**src/rtl/sync_fifo_ext.sv**
```systemverilog
// Synchronous FIFO with occupancy count, threshold flags and sticky error flags.
// Define SYNC_FIFO_FWFT_EN for first-word-fall-through read mode.
module sync_fifo_ext #(
  parameter int DWIDTH   = 8,
  parameter int AWIDTH   = 5,
  parameter int AF_LEVEL = 2**AWIDTH - 4,
  parameter int AE_LEVEL = 4
) (
  input  logic              clk,
  input  logic              reset,
  input  logic              flush,
  input  logic              wr,
  input  logic [DWIDTH-1:0] w_data,
  input  logic              rd,
  output logic [DWIDTH-1:0] r_data,
  output logic [AWIDTH:0]   count,
  output logic              empty,
  output logic              full,
  output logic              almost_empty,
  output logic              almost_full,
  output logic              overflow,
  output logic              underflow,
  input  logic              err_clr
);

  localparam int              DEPTH   = 2**AWIDTH;
  localparam logic [AWIDTH:0] DEPTH_C = (AWIDTH+1)'(DEPTH);
  localparam logic [AWIDTH:0] AF_C    = (AWIDTH+1)'(AF_LEVEL);
  localparam logic [AWIDTH:0] AE_C    = (AWIDTH+1)'(AE_LEVEL);
  localparam logic [AWIDTH:0] CNT_ONE = (AWIDTH+1)'(1);
  localparam logic [AWIDTH-1:0] PTR_ONE = AWIDTH'(1);

  logic [DWIDTH-1:0] mem [DEPTH];
  logic [AWIDTH-1:0] wr_ptr;
  logic [AWIDTH-1:0] rd_ptr;
  logic [AWIDTH:0]   count_nxt;
  logic              wr_ok;
  logic              rd_ok;

  assign empty        = (count == '0);
  assign full         = (count == DEPTH_C);
  assign almost_full  = (count >= AF_C);
  assign almost_empty = (count <= AE_C);

  // A pop frees a slot in the same cycle, so a write at full is accepted alongside it.
  assign rd_ok = rd & ~empty;
  assign wr_ok = wr & (~full | rd_ok);

  always_comb begin
    count_nxt = count;
    case ({wr_ok, rd_ok})
      2'b10:   count_nxt = count + CNT_ONE;
      2'b01:   count_nxt = count - CNT_ONE;
      default: count_nxt = count;
    endcase
  end

`ifdef SYNC_FIFO_FWFT_EN
  logic [AWIDTH-1:0] rd_ptr_nxt;
  logic [DWIDTH-1:0] head_nxt;

  // The next head may be the word being written this cycle, which mem does not hold yet.
  always_comb begin
    rd_ptr_nxt = rd_ok ? (rd_ptr + PTR_ONE) : rd_ptr;
    head_nxt   = (wr_ok && (wr_ptr == rd_ptr_nxt)) ? w_data : mem[rd_ptr_nxt];
  end
`endif

  always_ff @(posedge clk) begin
    if (!reset && !flush && wr_ok) begin
      mem[wr_ptr] <= w_data;
    end
  end

  always_ff @(posedge clk) begin
    if (reset || flush) begin
      wr_ptr <= '0;
      rd_ptr <= '0;
      count  <= '0;
      r_data <= '0;
    end else begin
      if (wr_ok) wr_ptr <= wr_ptr + PTR_ONE;
      if (rd_ok) rd_ptr <= rd_ptr + PTR_ONE;
      count <= count_nxt;
`ifdef SYNC_FIFO_FWFT_EN
      if (count_nxt != '0) r_data <= head_nxt;
`else
      if (rd_ok) r_data <= mem[rd_ptr];
`endif
    end
  end

  // A new error in the same cycle as err_clr keeps the flag set.
  always_ff @(posedge clk) begin
    if (reset) begin
      overflow  <= 1'b0;
      underflow <= 1'b0;
    end else if (!flush) begin
      if (wr && !wr_ok)    overflow <= 1'b1;
      else if (err_clr)    overflow <= 1'b0;
      if (rd && !rd_ok)    underflow <= 1'b1;
      else if (err_clr)    underflow <= 1'b0;
    end
  end

endmodule

```
**config.mk**
```make
export PLATFORM = sky130hd
export DESIGN_NAME = sync_fifo_ext
export DESIGN_NICKNAME = d
export VERILOG_FILES = /design/src/rtl/sync_fifo_ext.sv
export SDC_FILE = /design/constraint.sdc
export NUM_CORES = 1
export LEC_CHECK = 0
export BUFFER_PORTS_ARGS = -buffer_cell sky130_fd_sc_hd__buf_2
export CELL_PAD_IN_SITES_DETAIL_PLACEMENT = 2
export CELL_PAD_IN_SITES_GLOBAL_PLACEMENT = 2
export CORE_MARGIN = 3
export CORE_UTILIZATION = 50
export CTS_BUF_LIST = sky130_fd_sc_hd__clkbuf_4 sky130_fd_sc_hd__clkbuf_8
export CTS_CLUSTER_DIAMETER = 40
export DETAILED_ROUTE_END_ITERATION = 8
export GPL_TIMING_DRIVEN = 0
export PLACE_DENSITY = 0.87
export SETUP_SLACK_MARGIN = 0.1
export SLEW_MARGIN = 25
export SYNTH_ARGS = -nofsm -noshare
export SYNTH_HDL_FRONTEND = slang
export SYNTH_SLANG_ARGS = --single-unit
```
**constraint.sdc**
```tcl
create_clock -name clk -period 8.98 [get_ports clk]
set_clock_uncertainty 0.2 [all_clocks]
set_input_delay 1.796 -clock clk [delete_from_list [all_inputs] [get_ports clk]]
set_output_delay 1.796 -clock clk [all_outputs]
set_load 0.02 [all_outputs]
```
==> impl_table.tex, run 1 <==
\begin{tabular}{lr}
\hline
Metric & Value \\
\hline
\multicolumn{2}{l}{\textbf{Worst setup path}} \\
Arrival @ worst endpoint & 2330 ps \\
Critical path class & reg2out \\
Crit start category & flip-flop \\
Launching element of the worst setup path & count[1] \\
FF-to-FF setup slack & 5240 ps \\
Reg2Reg Launch Point & count[1] \\
Peak fanout along the critical path & 8 \\
Kind of end point of the critical path & primary output \\
Required time at the worst-slack endpoint & 6980 ps \\
\multicolumn{2}{l}{\textbf{Hold path}} \\
Worst hold path type & reg2reg \\
Min-Delay Startpoint & r\_data[2] \\
\multicolumn{2}{l}{\textbf{Power and ir drop}} \\
Cell area power density & 220 nW/um2 \\
Maximum ir drop on the vdd rail & 0.000145 V \\
Total leakage power & 4.13 nW \\
\multicolumn{2}{l}{\textbf{STA}} \\
Post-route worst setup slack & 4650 ps \\
Total Neg Setup Slack & 0 ps \\
Maximum achievable frequency & 231 MHz \\
Share of the clock period used by the worst path after layout & 48.2\% \\
RSZ-0062 raised after global routing & no \\
Time the worst path needs with I/O delays and setup & 4330 ps \\
Worst-margin pin slew & 1050 ps \\
Relative slew slack & 29.5\% \\
Setup violations, final & 0 \\
Count of pins over their slew limit & 0 \\
Fin. Hold Viols & 0 \\
\multicolumn{2}{l}{\textbf{Placement}} \\
Port Buffers & 32 \\
Setup slack at placement & 4210 ps \\
Detailed-placement wirelength estimate & 23800 um \\
Placement Cell Area & 11800 um2 \\
Routability cong. & 0.855 \\
\multicolumn{2}{l}{\textbf{CTS}} \\
Buffers from clock root to sink, at most & 3 \\
Buffers inserted by post-CTS timing repair & 0 \\
Hold-fix buffer count after cts & 0 \\
Clock root buffer & sky130\_fd\_sc\_hd\_\_clkbuf\_8 \\
TritonCTS sink count & 282 \\
Clock-pin slew on the worst setup and hold paths & 60 ps \\
Total clock buffers created by CTS & 47 \\
H-tree depth & 2 \\
Post-cts repair resize count & 0 \\
TritonCTS clock tree & built \\
Insertion delay to the later sink of the worst-skew pair & 580 ps \\
\multicolumn{2}{l}{\textbf{Drt}} \\
Detail-routed net length per standard cell & 38.7 um \\
Detailed-route via count & 6960 \\
DR vias/cell & 6.67 \\
Count of nets left with antenna violations after detail routing & 0 \\
1st-iter DRT viols & 969 \\
Number of remaining DRC errors & 0 \\
Sum of routed wire length over all layers & 40300 um \\
DR pass1 iterations & 5 \\
\multicolumn{2}{l}{\textbf{Cells and area}} \\
Area of all placed cells without fillers & 12800 um2 \\
Area growth from synthesis to layout & 13.5\% \\
Antenna diode instance count & 0 \\
Share of cells above drive strength 1 & 23.7\% \\
Nets & 749 \\
Most common cell after layout, fill and taps aside & sky130\_fd\_sc\_hd\_\_edfxtp\_1 \\
Final core utilization & 58.2\% \\
Most used cells in the layout excluding fill and tap cells & sky130\_fd\_sc\_hd\_\_edfxtp\_1, sky130\_fd\_sc\_hd\_\_mux2i\_1, sky130\_fd\_sc\_hd\_\_nor2\_1, sky130\_fd\_sc\_hd\_\_clkbuf\_8, sky130\_fd\_sc\_hd\_\_buf\_2 \\
\multicolumn{2}{l}{\textbf{Global route}} \\
Vias in the first global route & 7733 \\
GR Overflow Total & 0 \\
Global-route wire length before repair & 58400 um \\
Pin count of the biggest net entering global routing & 33 \\
Routing usage on met3 & 5.61\% \\
Most Used Layer, Global Route & met2 \\
Gr usage total & 33.8\% \\
Met1 global-route usage & 43.4\% \\
Grt met2 use & 57.4\% \\
Initial antenna violation count & 0 \\
\multicolumn{2}{l}{\textbf{Logic synthesis}} \\
Syn Area/Cell & 17.5 um2 \\
Synthesis Warnings & 0 \\
Share of synthesized area occupied by flip-flops and latches & 72.7\% \\
Count of state elements after synthesis & 282 \\
Mapped Nets & 668 \\
Count of different cell masters after synthesis & 52 \\
Top\_reg\_cell synth & sky130\_fd\_sc\_hd\_\_edfxtp\_1 \\
Number of enable-type register cells in the synthesized netlist & 256 \\
Synth Instances & 644 \\
Share of synthesized registers carrying an async set or reset & 0\% \\
Cell area after technology mapping & 11300 um2 \\
\multicolumn{2}{l}{\textbf{Run}} \\
Max Cap Violations & 0 \\
\multicolumn{2}{l}{\textbf{Floorplanning}} \\
Chip width & 156 um \\
Chip height & 156 um \\
Starting density of the core & 51.3\% \\
Core area & 22000 um2 \\
Row Count & 54 \\
Number of placed I/O pins & 34 \\
Die Area & 24400 um2 \\
\multicolumn{2}{l}{\textbf{Status}} \\
Result of the run & finished, final reports clean \\
\hline
\end{tabular}
stage by stage:
| stage | total power [W] | instances | hold slack, ps |
|---|---|---|---|
| after detailed placement | 0.00157 | 956 | 285 |
| after floorplan | 0.00152 | 644 | 354 |
| final | 0.00282 | 1043 | 337 |
| after global routing | 0.00288 | 1043 | 364 |
| after CTS | 0.00283 | 1043 | 343 |
| after global placement | 0.00156 | 956 | 265 |
critical path, cell delays in order, from the launching register on:
cell and delay [ps]:
sky130_fd_sc_hd__dfxtp_1 400, sky130_fd_sc_hd__or4_1 540, sky130_fd_sc_hd__buf_2 210, sky130_fd_sc_hd__nor3_1 360, sky130_fd_sc_hd__buf_2 250
per-layer routing:
metal | part of all wire, % | vias to the layer above
met3 | 6.2 | 103
met2 | 51 | 390
li1 | - | 2751
met5 | 0 | -
met4 | 4.4 | 0
met1 | 38 | 3716
final timing paths:
path	endpoint	depth (start not counted)
worst min register to register	r_data[2]	1
worst max register to register	count[5]	10
worst min-delay path	r_data[2]	1
worst max-delay path	empty	4
synthesized netlist by cell type, types with 4 or more instances:
| cell | number | share of area, % |
|---|---|---|
| sky130_fd_sc_hd__a211oi_1 | 9 | 0.60 |
| sky130_fd_sc_hd__a21boi_0 | 6 | 0.40 |
| sky130_fd_sc_hd__a21oi_1 | 14 | 0.62 |
| sky130_fd_sc_hd__a221oi_1 | 8 | 0.62 |
| sky130_fd_sc_hd__a22o_1 | 6 | 0.47 |
| sky130_fd_sc_hd__buf_2 | 12 | 0.53 |
| sky130_fd_sc_hd__clkbuf_1 | 20 | 0.66 |
| sky130_fd_sc_hd__dfxtp_1 | 26 | 4.6 |
| sky130_fd_sc_hd__edfxtp_1 | 256 | 68 |
| sky130_fd_sc_hd__ha_1 | 9 | 1.0 |
| sky130_fd_sc_hd__inv_1 | 9 | 0.30 |
| sky130_fd_sc_hd__mux2i_1 | 60 | 5.3 |
| sky130_fd_sc_hd__mux4_2 | 40 | 8.0 |
| sky130_fd_sc_hd__nand2_1 | 11 | 0.37 |
| sky130_fd_sc_hd__nand2_2 | 4 | 0.22 |
| sky130_fd_sc_hd__nand3_1 | 6 | 0.27 |
| sky130_fd_sc_hd__nand3b_1 | 4 | 0.27 |
| sky130_fd_sc_hd__nor2_1 | 55 | 1.8 |
| sky130_fd_sc_hd__o21ai_0 | 20 | 0.89 |
| sky130_fd_sc_hd__o221ai_1 | 8 | 0.62 |
| sky130_fd_sc_hd__o22ai_1 | 7 | 0.39 |
| sky130_fd_sc_hd__xnor2_1 | 6 | 0.47 |
| sky130_fd_sc_hd__xor2_1 | 5 | 0.39 |
sequential cells by signal, summed over array words and instances, names as in the netlist:
signal,flops
mem,256
r_data,8
count,6
rd_ptr,5
wr_ptr,5
overflow,1
underflow,1
where the power goes:
group          switching (W)  total (W)  internal [W]  leakage, nW
clock network       0.000580    0.00127      0.000693        0.532
registers         0.00000432    0.00144       0.00143         2.51
logic              0.0000796   0.000112     0.0000323         1.09
final cells by class:
cell class                 count  area (um2)
fill                        1836        9210
sequential                   282        8210
multi-input combinational    317        2900
clock buffer                  74         893
tap                          280         350
timing repair buffer          32         160
buffer                        35         146
clock inverter                13         123
inverter                      10        37.5
logic make-up after synthesis:
kind of cell,count (synthesis),share of synthesized area (%)
flops,282,72.7
mux,100,13.3
simple gates,99,4.10
compound gates,97,6.25
buf+inv,45,1.63
xor+xnor,11,0.853
fa+ha+maj,10,1.17
Power figures use the tool's default switching activity.
==> run 2: changes to the inputs <==
--- a/config.mk
+++ b/config.mk
@@ -9,12 +9,12 @@
 export CELL_PAD_IN_SITES_DETAIL_PLACEMENT = 2
 export CELL_PAD_IN_SITES_GLOBAL_PLACEMENT = 2
 export CORE_MARGIN = 3
-export CORE_UTILIZATION = 50
+export CORE_UTILIZATION = 49
 export CTS_BUF_LIST = sky130_fd_sc_hd__clkbuf_4 sky130_fd_sc_hd__clkbuf_8
 export CTS_CLUSTER_DIAMETER = 40
 export DETAILED_ROUTE_END_ITERATION = 8
 export GPL_TIMING_DRIVEN = 0
-export PLACE_DENSITY = 0.87
+export PLACE_DENSITY = 0.85
 export SETUP_SLACK_MARGIN = 0.1
 export SLEW_MARGIN = 25
 export SYNTH_ARGS = -nofsm -noshare
==> constraint.sdc (replaced) <==
create_clock -name clk -period 4.4 [get_ports clk]
set_clock_uncertainty 0.2 [all_clocks]
set_input_delay 0.88 -clock clk [delete_from_list [all_inputs] [get_ports clk]]
set_output_delay 0.88 -clock clk [all_outputs]
set_load 0.02 [all_outputs]
==> run 2 against run 1 <==
Effect of this change:
- worst hold slack got worse by 38 ps
- cell area is 0.24% higher
- global-route usage is 4.2 points lower
- final cell count about the same
- combinational power grew 93%
- core utilization decreased by 0.39 points
- wire length shrank 11%
==> impl_table.tex, run 2 (synthesis gave the netlist of run 1 again) <==
\begin{tabular}{lr}
\hline
Metric & Value \\
\hline
\multicolumn{2}{l}{\textbf{Power and ir drop}} \\
Maximum ir drop on the vdd rail & 0.000242 V (+66\%) \\
Design Power & 0.00579 W (+100\%) \\
Total leakage power & 4.14 nW (+0.11\%) \\
Cell area power density & 450 nW/um2 (+100\%) \\
\multicolumn{2}{l}{\textbf{CTS}} \\
TritonCTS clock tree & built \\
Clock root buffer & sky130\_fd\_sc\_hd\_\_clkbuf\_8 \\
Clock-pin slew on the worst setup and hold paths & 70 ps (about the same) \\
Buffers from clock root to sink, at most & 3 (unchanged) \\
Hold-fix buffer count after cts & 0 (unchanged) \\
Insertion delay to the later sink of the worst-skew pair & 580 ps (about the same) \\
Post-cts repair resize count & 0 (unchanged) \\
Buffers inserted by post-CTS timing repair & 0 (unchanged) \\
H-tree depth & 2 (unchanged) \\
TritonCTS sink count & 282 (unchanged) \\
Total clock buffers created by CTS & 47 (unchanged) \\
\multicolumn{2}{l}{\textbf{Worst setup path}} \\
Peak fanout along the critical path & 8 (unchanged) \\
Reg2Reg Launch Point & count[1] \\
R2r worst-path depth & 10 (unchanged) \\
Launching element of the worst setup path & count[1] \\
Arrival @ worst endpoint & 3840 ps (+1510 ps) \\
FF-to-FF setup slack & 840 ps (-4400 ps) \\
Kind of end point of the critical path & flip-flop \\
Crit start category & flip-flop \\
Capturing point of the worst reg2reg path & count[5] \\
Critical path class & reg2reg \\
Required time at the worst-slack endpoint & 4670 ps (-2310 ps) \\
\multicolumn{2}{l}{\textbf{STA}} \\
Fin. Hold Viols & 0 (unchanged) \\
Total Neg Setup Slack & 0 ps (unchanged) \\
Setup violations, final & 0 (unchanged) \\
Worst-margin pin slew & 1020 ps (-29.7 ps) \\
Share of the clock period used by the worst path after layout & 81.0\% \\
Post-route worst setup slack & 838 ps (-3810 ps) \\
Maximum achievable frequency & 281 MHz \\
RSZ-0062 raised after global routing & no \\
Time the worst path needs with I/O delays and setup & 3560 ps \\
Count of pins over their slew limit & 0 (unchanged) \\
Relative slew slack & 31.7\% (+2.2 points) \\
\multicolumn{2}{l}{\textbf{Drt}} \\
Detail-routed net length per standard cell & 34.3 um (-11\%) \\
DR vias/cell & 6.39 (-4.3\%) \\
DR pass1 iterations & 5 (unchanged) \\
Number of remaining DRC errors & 0 (unchanged) \\
Sum of routed wire length over all layers & 35800 um (-11\%) \\
Detailed-route via count & 6656 (-4.4\%) \\
Count of nets left with antenna violations after detail routing & 0 (unchanged) \\
1st-iter DRT viols & 718 (-26\%) \\
\multicolumn{2}{l}{\textbf{Cells and area}} \\
Filler Cells Inserted & 1860 (+1.3\%) \\
Share of cells above drive strength 1 & 23.0\% (-0.76 points) \\
Most used cells in the layout excluding fill and tap cells & sky130\_fd\_sc\_hd\_\_edfxtp\_1, sky130\_fd\_sc\_hd\_\_mux2i\_1, sky130\_fd\_sc\_hd\_\_clkbuf\_8 \\
Flip-flop count of the largest register, all copies and words added & 256 (unchanged) \\
Antenna diode instance count & 0 (unchanged) \\
Nets & 749 (unchanged) \\
Biggest registers after layout & mem (256), r\_data (8), count (6) \\
Register bank with the most flops & mem \\
Most common cell after layout, fill and taps aside & sky130\_fd\_sc\_hd\_\_edfxtp\_1 \\
Area growth from synthesis to layout & 13.8\% \\
\multicolumn{2}{l}{\textbf{Floorplanning}} \\
Chip height & 158 um (+0.98\%) \\
Row Count & 54 (unchanged) \\
Starting density of the core & 50.8\% (-0.47 points) \\
Chip width & 158 um (+0.98\%) \\
Die Area & 24900 um2 (+2.0\%) \\
Number of placed I/O pins & 34 (unchanged) \\
Core area & 22200 um2 (+0.92\%) \\
\multicolumn{2}{l}{\textbf{Hold path}} \\
Worst hold path type & reg2reg \\
Hold Path End & r\_data[1] \\
Min-Delay Startpoint & r\_data[1] \\
Worst Hold Depth & 1 (unchanged) \\
\multicolumn{2}{l}{\textbf{Global route}} \\
Gr usage total & 29.7\% (-4.2 points) \\
Initial antenna violation count & 1 (+1) \\
Global-route wire length before repair & 52500 um (-10\%) \\
GR Overflow Total & 0 (unchanged) \\
Vias in the first global route & 7410 (-4.2\%) \\
Pin count of the biggest net entering global routing & 33 (unchanged) \\
\multicolumn{2}{l}{\textbf{Placement}} \\
Port Buffers & 32 (unchanged) \\
Routability cong. & 0.822 (-3.9\%) \\
Setup slack at placement & 662 ps (-3550 ps) \\
Detailed-placement wirelength estimate & 21900 um (-7.8\%) \\
\multicolumn{2}{l}{\textbf{Run}} \\
Max Cap Violations & 0 (unchanged) \\
\multicolumn{2}{l}{\textbf{Status}} \\
Result of the run & finished, final reports clean \\
\hline
\end{tabular}
==> run 2: stage by stage <==
stage | instances | hold slack [ps] | cell area, um2 | utilization [%]
CTS | 1042 | 306 | 12800 | 57.8
floorplan | 644 | 354 | 11300 | -
global route | 1042 | 314 | 12900 | 57.8
detailed placement | 956 | 282 | 11800 | 53.1
finish | 1042 | 299 | 12900 | 57.8
global placement | 956 | 262 | 11800 | 53.1
==> run 2: routing by layer <==
| metal | GRT usage (%) | share of wire [%] |
|---|---|---|
| met5 | 0 | 0.034 |
| met3 | 5.63 | 5.7 |
| met1 | 38.1 | 40 |
| met4 | 13.4 | 4.3 |
| met2 | 49.4 | 50 |
==> run 2: worst max-delay path by stage <==
stage | end | slack, ps
2_1_floorplan | count[5] | 1320
3_3_place_gp | count[5] | 840
3_5_place_dp | mem[1][5] | 660
4_1_cts | count[5] | 850
5_1_grt | count[5] | 740
6_report | count[5] | 840
==> run 2: power breakdown <==
part	internal (W)	switching [W]
logic	0.0000655	0.000150
registers	0.00293	0.00000795
clock network	0.00148	0.00115
total	0.00447	0.00131
==> run 2: worst max-delay path, cell delays in order, from the launching register on <==
cell and delay [ps]:
sky130_fd_sc_hd__dfxtp_1 380, sky130_fd_sc_hd__or4_1 530, sky130_fd_sc_hd__buf_2 200, sky130_fd_sc_hd__o31ai_4 410, sky130_fd_sc_hd__nor2_1 300, sky130_fd_sc_hd__ha_1 370
sky130_fd_sc_hd__a211oi_1 250, sky130_fd_sc_hd__o21bai_1 120, sky130_fd_sc_hd__a21oi_1 230, sky130_fd_sc_hd__mux2i_1 260, sky130_fd_sc_hd__mux2i_1 250
==> run 2: cell type report <==
cell class	instances	area (um2)	share of cell area, %
plain buffers	35	146	1.14
flip-flops and latches	282	8210	63.9
clock buffers	66	846	6.58
multi-input cells	317	2900	22.6
repair buffers	32	160	1.25
well taps	280	350	2.73
inverters	10	37.5	0.292
clock inverters	20	201	1.57
==> run 3: changes to the inputs <==
--- a/config.mk
+++ b/config.mk
@@ -9,12 +9,12 @@
 export CELL_PAD_IN_SITES_DETAIL_PLACEMENT = 2
 export CELL_PAD_IN_SITES_GLOBAL_PLACEMENT = 2
 export CORE_MARGIN = 3
-export CORE_UTILIZATION = 49
+export CORE_UTILIZATION = 44
 export CTS_BUF_LIST = sky130_fd_sc_hd__clkbuf_4 sky130_fd_sc_hd__clkbuf_8
 export CTS_CLUSTER_DIAMETER = 40
 export DETAILED_ROUTE_END_ITERATION = 8
 export GPL_TIMING_DRIVEN = 0
-export PLACE_DENSITY = 0.85
+export PLACE_DENSITY = 0.81
 export SETUP_SLACK_MARGIN = 0.1
 export SLEW_MARGIN = 25
 export SYNTH_ARGS = -nofsm -noshare
==> constraint.sdc (replaced) <==
create_clock -name clk -period 2.9 [get_ports clk]
set_clock_uncertainty 0.2 [all_clocks]
set_input_delay 0.58 -clock clk [delete_from_list [all_inputs] [get_ports clk]]
set_output_delay 0.58 -clock clk [all_outputs]
set_load 0.02 [all_outputs]
==> run 3 against run 2 <==
Effect of this change:
- the flow now finishes with violations (setup timing)
- combinational power rose by 91%
- clock power rose by 40%
- core utilization fell by 3.5 points
- global-route usage fell by 3.7 points
- register-to-register slack got worse by 850 ps
==> impl_table.tex, run 3 (synthesis gave the netlist of run 1 again) <==
\begin{tabular}{lr}
\hline
Metric & Value \\
\hline
\multicolumn{2}{l}{\textbf{Drt}} \\
Sum of routed wire length over all layers & 36400 um (+1.9\%) \\
Top routing layer used & met4 \\
1st-iter DRT viols & 675 (-6.0\%) \\
Number of remaining DRC errors & 0 (unchanged) \\
Wire length on met3 & 2130 um (+3.7\%) \\
Detailed-route via count & 6796 (+2.1\%) \\
DR vias/cell & 6.17 (-3.4\%) \\
Routed metal-1 wire length & 14300 um (+1.1\%) \\
Count of nets left with antenna violations after detail routing & 0 (unchanged) \\
Met2 wire length & 18600 um (+3.5\%) \\
Detail-routed net length per standard cell & 33.1 um (-3.6\%) \\
DR pass1 iterations & 5 (unchanged) \\
\multicolumn{2}{l}{\textbf{Power and ir drop}} \\
Cell area power density & 637 nW/um2 (+42\%) \\
Maximum ir drop on the vdd rail & 0.000340 V (+40\%) \\
Total leakage power & 4.30 nW (+3.9\%) \\
\multicolumn{2}{l}{\textbf{CTS}} \\
Clock root buffer & sky130\_fd\_sc\_hd\_\_clkbuf\_8 \\
Total clock buffers created by CTS & 47 (unchanged) \\
TritonCTS sink count & 282 (unchanged) \\
Insertion delay to the later sink of the worst-skew pair & 560 ps (-20 ps) \\
TritonCTS clock tree & built \\
Hold-fix buffer count after cts & 0 (unchanged) \\
H-tree depth & 2 (unchanged) \\
Buffers from clock root to sink, at most & 3 (unchanged) \\
Clock-pin slew on the worst setup and hold paths & 60 ps (about the same) \\
\multicolumn{2}{l}{\textbf{STA}} \\
Post-route worst setup slack & -15.6 ps (-854 ps) \\
Relative slew slack & 46.5\% (+15 points) \\
Setup violations, final & 2 (+2) \\
Fin. Hold Viols & 0 (unchanged) \\
Count of pins over their slew limit & 0 (unchanged) \\
Time the worst path needs with I/O delays and setup & 2920 ps (-646 ps) \\
Worst-margin pin slew & 803 ps (-221 ps) \\
RSZ-0062 raised after global routing & yes \\
Share of the clock period used by the worst path after layout & 101\% (+20 points) \\
Total Neg Setup Slack & -15.7 ps (-15.7 ps) \\
Final Hold Slack & 52.3 ps (-247 ps) \\
Maximum achievable frequency & 343 MHz (+22\%) \\
\multicolumn{2}{l}{\textbf{Worst setup path}} \\
Arrival @ worst endpoint & 3160 ps (-680 ps) \\
Delay of the slowest critical-path stage & 540 ps (about the same) \\
Crit start category & flip-flop \\
Kind of end point of the critical path & flip-flop \\
Critical path class & reg2reg \\
Reg2Reg Launch Point & count[0] \\
Required time at the worst-slack endpoint & 3150 ps (-1520 ps) \\
Capturing point of the worst reg2reg path & count[4] \\
Master of the slowest instance on the critical path & sky130\_fd\_sc\_hd\_\_or4\_4 \\
CP Buf/Inv Count & 4 (+3) \\
Crit-path cells & or4\_4 -> buf\_8 -> o31ai\_4 -> nor2\_4 -> buf\_4 -> inv\_2 -> fa\_2 -> inv\_1 -> a21o\_1 -> a21oi\_2 -> xor2\_1 -> o31ai\_1 \\
Peak fanout along the critical path & 6 (-2) \\
CP delay by family, top & compound AO/OA/AOI/OAI gates \\
FF-to-FF setup slack & -20 ps (-850 ps) \\
R2r worst-path depth & 12 (+2) \\
\multicolumn{2}{l}{\textbf{Global route}} \\
Gr usage total & 25.9\% (-3.7 points) \\
Vias in the first global route & 7555 (+2.0\%) \\
Global-route wire length before repair & 52800 um (+0.51\%) \\
Pin count of the biggest net entering global routing & 33 (unchanged) \\
GR Overflow Total & 0 (unchanged) \\
Initial antenna violation count & 0 (-1) \\
\multicolumn{2}{l}{\textbf{Cells and area}} \\
Share of cells above drive strength 1 & 32.8\% (+9.9 points) \\
Multi-input gate area in the final layout & 3290 um2 (+13\%) \\
Register bank with the most flops & mem \\
Nets & 767 (+2.4\%) \\
Sequential standard cell area & 8220 um2 (+0.14\%) \\
Most used cells in the layout excluding fill and tap cells & sky130\_fd\_sc\_hd\_\_edfxtp\_1, sky130\_fd\_sc\_hd\_\_mux2i\_1, sky130\_fd\_sc\_hd\_\_clkbuf\_8 \\
Filler Cells Inserted & 2149 (+16\%) \\
Most common cell after layout, fill and taps aside & sky130\_fd\_sc\_hd\_\_edfxtp\_1 \\
Flip-flop count of the largest register, all copies and words added & 256 (unchanged) \\
Biggest registers after layout & mem (256), r\_data (8), count (6) \\
Final core utilization & 54.3\% (-3.5 points) \\
Antenna diode instance count & 0 (unchanged) \\
Area growth from synthesis to layout & 19.1\% \\
Number of standard cells in the final layout excluding fillers & 1101 (+5.7\%) \\
\multicolumn{2}{l}{\textbf{Floorplanning}} \\
Chip height & 166 um (+5.3\%) \\
Number of placed I/O pins & 34 (unchanged) \\
Chip width & 166 um (+5.3\%) \\
Starting density of the core & 45.6\% (-5.2 points) \\
Die Area & 27600 um2 (+11\%) \\
Row Count & 57 (+5.6\%) \\
Core area & 24700 um2 (+11\%) \\
\multicolumn{2}{l}{\textbf{Hold path}} \\
Min-Delay Startpoint & reset \\
Hold Path End & underflow \\
Worst hold path type & in2reg \\
Worst Hold Depth & 2 (+1) \\
\multicolumn{2}{l}{\textbf{Placement}} \\
Port Buffers & 32 (unchanged) \\
Detailed-placement wirelength estimate & 21600 um (-1.5\%) \\
Setup slack at placement & -587 ps (-1250 ps) \\
Routability cong. & 0.812 (-1.3\%) \\
Post-Place Cells & 1000 (+4.6\%) \\
\multicolumn{2}{l}{\textbf{Status}} \\
Result of the run & finished, violations left \\
Violations in the final reports & setup timing \\
\multicolumn{2}{l}{\textbf{Run}} \\
Max Cap Violations & 0 (unchanged) \\
\hline
\end{tabular}
==> run 3: power breakdown <==
part           switching (W)  total, W  internal, W
registers         0.00000955   0.00445      0.00444
logic               0.000267  0.000412     0.000145
clock network        0.00167   0.00370      0.00203
==> run 3: cell type report <==
type                            instances  area share, %
Sequential cell                       282           61.1
Multi-Input combinational cell        317           24.4
Clock buffer                           72           6.58
Tap cell                              324           3.02
Timing Repair Buffer                   50           2.38
Buffer                                 35           1.54
Clock inverter                         11          0.624
Inverter                               10          0.279
==> run 3: metrics by stage <==
stage | cell area, um2 | power [W]
global route | 13400 | 0.00880
CTS | 13300 | 0.00854
finish | 13400 | 0.00857
floorplan | 11300 | 0.00471
detailed placement | 11900 | 0.00487
global placement | 11900 | 0.00484
==> run 3: layer usage <==
metal,track usage [%],up-vias
met4,10.6,0
met3,4.86,100
met1,32.8,3596
met5,0,-
met2,44.3,305
li1,-,2795
==> run 3: worst max-delay path by stage <==
stage	start	to	slack (ps)	depth (start not counted)
CTS	count[0]	count[5]	60	10
global route	count[4]	count[5]	-130	10
floorplan	count[1]	count[5]	120	10
detailed placement	rd	mem[16][3]	-590	5
finish	count[0]	count[4]	-20	12
global placement	count[1]	count[5]	-240	10
==> run 3: repair_timing <==
item	CTS	global route
gates resized for setup	98	28
hold endpoints to repair	0	0
setup buffers	7	11
pin swaps	8	9
setup endpoints to repair	270	258
